$ cat src/rtl/seq_judge_pkg.sv
`default_nettype none
// +----------------------------------------------------------------------+
// | seq_judge_pkg                                                        |
// | State encoding and verdict codes shared by the sequence judge.       |
// | Revision: 1.0                                                        |
// +----------------------------------------------------------------------+
package seq_judge_pkg;

   typedef enum logic [1:0] {
      IDLE    = 2'd0,
      COLLECT = 2'd1,
      REJECT  = 2'd2,
      APPROVE = 2'd3
   } state_t;

   localparam logic [1:0] RES_IDLE    = 2'b00;
   localparam logic [1:0] RES_BUSY    = 2'b01;
   localparam logic [1:0] RES_REJECT  = 2'b10;
   localparam logic [1:0] RES_APPROVE = 2'b11;

   function automatic logic [1:0] result_of(input state_t s);
      logic [1:0] r;
      case (s)
         COLLECT: r = RES_BUSY;
         REJECT:  r = RES_REJECT;
         APPROVE: r = RES_APPROVE;
         default: r = RES_IDLE;
      endcase
      return r;
   endfunction

endpackage
`default_nettype wire

$ cat src/rtl/seq_judge_sat_counter.sv
`default_nettype none
// +----------------------------------------------------------------------+
// | sat_counter                                                          |
// | Saturating up-counter with synchronous clear taking priority.        |
// | Revision: 1.0                                                        |
// +----------------------------------------------------------------------+
module sat_counter #(
   parameter int W = 8
) (
   input  logic         clk,
   input  logic         rst_n,
   input  logic         inc,
   input  logic         clr,
   output logic [W-1:0] count
);

   localparam logic [W-1:0] c_max = {W{1'b1}};

   logic [W-1:0] r_count;

   always_ff @(posedge clk or negedge rst_n) begin
      if (!rst_n) begin
         r_count <= '0;
      end else if (clr) begin
         r_count <= '0;
      end else if (inc && (r_count != c_max)) begin
         r_count <= r_count + W'(1);
      end
   end

   assign count = r_count;

endmodule
`default_nettype wire

$ cat src/rtl/seq_judge.sv
`default_nettype none
// +----------------------------------------------------------------------+
// | seq_judge                                                            |
// | Scores a run of sampled pass/fail bits and holds the verdict.        |
// | Revision: 1.0                                                        |
// +----------------------------------------------------------------------+
module seq_judge
   import seq_judge_pkg::*;
#(
   parameter int N_STEPS     = 2,
   parameter int PASS_MIN    = 2,
   parameter int GAP_MAX     = 0,
   parameter int HOLD_CYCLES = 4,
   parameter int CNT_W       = 8
) (
   input  logic                           clk,
   input  logic                           rst_n,
   input  logic                           sample_i,
   input  logic                           pass_i,
   input  logic                           ack_i,
   input  logic                           stats_clr_i,
   output logic [1:0]                     result_o,
   output logic                           busy_o,
   output logic [$clog2(N_STEPS+1)-1:0]   progress_o,
   output logic [CNT_W-1:0]               approve_cnt_o,
   output logic [CNT_W-1:0]               reject_cnt_o
);

   localparam int SW = $clog2(N_STEPS + 1);
   localparam int GW = $clog2(GAP_MAX + 2);
   localparam int HW = (HOLD_CYCLES > 1) ? $clog2(HOLD_CYCLES) : 1;

   localparam logic [SW-1:0] c_fail_limit = SW'(N_STEPS - PASS_MIN);
   localparam logic [SW-1:0] c_steps_full = SW'(N_STEPS);
   localparam logic [GW-1:0] c_gap_max    = GW'(GAP_MAX);
   localparam logic [HW-1:0] c_hold_load  = HW'(HOLD_CYCLES - 1);

   if ((N_STEPS < 1) || (PASS_MIN < 1) || (PASS_MIN > N_STEPS) ||
       (GAP_MAX < 0) || (HOLD_CYCLES < 1) || (CNT_W < 1)) begin : g_bad_params
      $error("seq_judge: illegal parameter combination");
   end

   state_t        r_state, w_state_nxt;
   logic [SW-1:0] r_steps, w_steps_nxt;
   logic [SW-1:0] r_fails, w_fails_nxt;
   logic [GW-1:0] r_gap,   w_gap_nxt;
   logic [HW-1:0] r_hold,  w_hold_nxt;
   logic          w_enter_approve;
   logic          w_enter_reject;

   always_ff @(posedge clk or negedge rst_n) begin
      if (!rst_n) begin
         r_state <= IDLE;
         r_steps <= '0;
         r_fails <= '0;
         r_gap   <= '0;
         r_hold  <= '0;
      end else begin
         r_state <= w_state_nxt;
         r_steps <= w_steps_nxt;
         r_fails <= w_fails_nxt;
         r_gap   <= w_gap_nxt;
         r_hold  <= w_hold_nxt;
      end
   end

   // Pass count is implied: approval is reachable while fails stay within slack.
   always_comb begin
      w_state_nxt = r_state;
      w_steps_nxt = r_steps;
      w_fails_nxt = r_fails;
      w_gap_nxt   = r_gap;
      w_hold_nxt  = r_hold;
      case (r_state)
         IDLE: begin
            if (sample_i) begin
               w_state_nxt = COLLECT;
               w_steps_nxt = '0;
               w_fails_nxt = '0;
               w_gap_nxt   = '0;
            end
         end
         COLLECT: begin
            if (sample_i) begin
               w_steps_nxt = r_steps + SW'(1);
               w_fails_nxt = r_fails + SW'(!pass_i);
               w_gap_nxt   = '0;
               if (w_fails_nxt > c_fail_limit) begin
                  w_state_nxt = REJECT;
                  w_hold_nxt  = c_hold_load;
               end else if (w_steps_nxt == c_steps_full) begin
                  w_state_nxt = APPROVE;
                  w_hold_nxt  = c_hold_load;
               end
            end else begin
               w_gap_nxt = r_gap + GW'(1);
               if (w_gap_nxt > c_gap_max) begin
                  w_state_nxt = IDLE;
               end
            end
         end
         REJECT, APPROVE: begin
            if ((r_hold == '0) || ack_i) begin
               w_state_nxt = IDLE;
            end else begin
               w_hold_nxt = r_hold - HW'(1);
            end
         end
         default: w_state_nxt = IDLE;
      endcase
   end

   assign w_enter_approve = (r_state == COLLECT) && (w_state_nxt == APPROVE);
   assign w_enter_reject  = (r_state == COLLECT) && (w_state_nxt == REJECT);

   sat_counter #(.W(CNT_W)) u_approve_cnt (
      .clk   (clk),
      .rst_n (rst_n),
      .inc   (w_enter_approve),
      .clr   (stats_clr_i),
      .count (approve_cnt_o)
   );

   sat_counter #(.W(CNT_W)) u_reject_cnt (
      .clk   (clk),
      .rst_n (rst_n),
      .inc   (w_enter_reject),
      .clr   (stats_clr_i),
      .count (reject_cnt_o)
   );

   assign result_o   = result_of(r_state);
   assign busy_o     = (r_state != IDLE);
   assign progress_o = (r_state == IDLE) ? '0 : r_steps;

endmodule
`default_nettype wire

$ cat config.mk
export PLATFORM = sky130hd
export DESIGN_NAME = seq_judge
export DESIGN_NICKNAME = d
export VERILOG_FILES = /design/src/rtl/seq_judge_pkg.sv /design/src/rtl/seq_judge_sat_counter.sv /design/src/rtl/seq_judge.sv
export SDC_FILE = /design/constraint.sdc
export NUM_CORES = 1
export LEC_CHECK = 0
export CAP_MARGIN = 0
export CELL_PAD_IN_SITES_DETAIL_PLACEMENT = 1
export CELL_PAD_IN_SITES_GLOBAL_PLACEMENT = 1
export CORE_MARGIN = 5
export CORE_UTILIZATION = 41
export DETAILED_ROUTE_END_ITERATION = 16
export PLACE_DENSITY = 0.9
export SLEW_MARGIN = 15
export SYNTH_ARGS = -nofsm -noshare
export SYNTH_HDL_FRONTEND = slang
export SYNTH_SLANG_ARGS = --single-unit
$ cat constraint.sdc
create_clock -name clk -period 5.6 [get_ports clk]
set_clock_uncertainty 0.2 [all_clocks]
set_input_delay 0.84 -clock clk [delete_from_list [all_inputs] [get_ports clk]]
set_output_delay 0.84 -clock clk [all_outputs]
set_load 0.01 [all_outputs]
==> reports/results.ini <==
[global_routing]
grt_max_degree=26
grt_pass1_vias=1227
grt_first_pass_wirelength_microns=5640
antenna_found_initial=0
grt_util_all_layers_pct=16.3
grt_overflow=0

[worst_hold_path]
whs_path_depth=1
min_path_type=flop to flop
holdCritStartpoint=r_hold[0]

[power_and_ir_drop]
p_per_area_nw_per_um2=331
leakagePower_nw=0.673
fin_total_pwr_mw=0.555
peakVddDrop_mv=0.193

[cts]
cts_setup_buffers=0
clk_path_buf_depth=2
clk_pin_slew_ns=0.15
cts_tree=built
cts_resized=0
cts_sinks=25
cts_made_buffers=3
htreeDepth=1
cts_root_buffer=clkbuf_4
clk_latency_ns=0.32
postCtsHoldBufs=0

[placed_design]
dp_hpwl_microns=2520
portBuffers=26
placed_cells=207
post-place-ws_ns=2.40
gp_congestion=0.737
place_area_sq_um=1650

[detailed_routing]
drtIter0Drc=97
routed-via-count=1174
vias_per_cell=5.56
wire_per_inst_microns=15.5
post-route-drc-count=0
first_pass_iters=3
wl_microns=3270
ant_nets=0

[yosys]
syn_nets=152
synth_area_sq_um=1360
yosysUniqueCellTypes=37
syn_inst=141
yosysWarnings=0
synthArstFlopShare_pct=100
synth_area_per_cell_sq_um=9.61
ys_seq_area_share_pct=46.2
synthFlopType=dfrtp_1
synth_edf_count=0
synth_seq_cells=25

[cells_and_area]
final_cells=211
syn_to_final_growth_pct=24.0
num_antenna_cells=0
final_net_count=179
drive_above_1_share_pct=8.38
design_area_sq_um=1680

[setup_path]
crit_path_start_kind=flop
critPathRequiredTime_ns=4.56
arrival_ns=1.78
crit_path_end_kind=output pin
r2r_start=r_hold[0]
regToRegSetupSlack_ns=3.37
crit_type=flop to output pin
startpoint=r_state[1]
reg2reg_depth=7
cp_max_fo=8

[timing]
hold_violations=0
fmaxAchievable_ghz=0.354
worst_pin_slew_ns=0.631
setup-tns-final_ns=0
layout_setup_ws_ns=2.78
setup_viol=0
period_minus_slack_ns=2.82
rsz0062_at_grt=false
max_slew_margin_pct=57.8
period_share_pct=50.4
slew_violations=0

[floorplanning]
io_pins=27
start_util_pct=43.7
rows=20
die_y_microns=67.5
coreArea_sq_um=3100
die_x_microns=67.5
die_area_sq_um=4550

[flow_run]
maxCapViolations=0

[outcome]
status=finished, final reports clean

==> Yosys cell counts (5+ instances only) <==
master	number	area, sq um
nor2_1	14	52.6
xnor2_1	5	43.8
a21oi_1	10	50.1
nand2_1	9	33.8
inv_1	7	26.3
nand3_1	6	30.0
dfrtp_1	25	626
o21ai_0	9	45.0
ha_1	5	62.6
==> cell type report <==
class                   count  area (sq um)
flip-flops and latches     25           626
repair buffers             27           268
clock inverters             1          7.51
clock buffers               3          22.5
inverters                   7          26.3
well taps                  44          55.1
multi-input cells         104           676
fillers                   384          1420
==> placed cells by master (no fill, tap or decap), types with 5 or more instances in the layout <==
cell,instances
xnor2_1,5
inv_1,7
dfrtp_1,25
ha_1,5
nand2_1,9
clkdlybuf4s50_1,26
a21oi_1,10
o21ai_0,9
nand3_1,6
nor2_1,14
==> layer usage <==
| metal | vias up | global-route usage (%) | wire length [microns] | part of all wire [%] |
|---|---|---|---|---|
| li1 | 557 | - | - | - |
| met1 | 597 | 19.4 | 1390 | 43 |
| met2 | 16 | 29.5 | 1750 | 53 |
| met3 | 4 | 1.50 | 73 | 2.2 |
| met4 | 0 | 6.84 | 57 | 1.7 |
| met5 | - | 0 | 0 | 0 |
==> power breakdown <==
part	internal, mW	switching (mW)	total [mW]
Sequential	0.213	0.0365	0.249
Clock	0.0273	0.0574	0.0847
Combinational	0.109	0.112	0.221
==> final timing paths <==
path                                          end
setup / recovery                    progress_o[1]
hold / removal                          r_hold[0]
setup reg to reg           u_approve_cnt.count[5]
hold reg to reg                         r_hold[0]
max in group asynchronous  u_approve_cnt.count[3]
min in group asynchronous              r_steps[0]
==> per-stage QoR <==
step                util [%]  hold WS (ns)
floorplan                  -         0.240
finish                  54.2         0.293
global route            54.2         0.329
CTS                     54.2         0.300
global placement        53.2         0.253
detailed placement      53.2         0.278
==> worst max-delay path, cell delays in order (launching register included) <==
cell and delay, ns:
dfrtp_1 0.48, or2_2 0.34, and2_1 0.16, clkdlybuf4s50_1 0.48
==> flip-flops by register name (all words and copies together), names as in the netlist <==
name,count
r_steps,2
r_state,2
u_approve_cnt.count,8
r_gap,1
r_fails,2
u_reject_cnt.count,8
r_hold,2
==> logic make-up after synthesis <==
| group | count (synthesis) | share of synthesized area, % |
|---|---|---|
| simple gates | 57 | 23.1 |
| compound gates | 32 | 15.5 |
| flops | 25 | 46.2 |
| buf+inv | 12 | 3.97 |
| xor+xnor | 8 | 5.17 |
| fa+ha+maj | 5 | 4.62 |
| mux | 2 | 1.48 |
No activity file was read; power rests on OpenSTA's default activity.
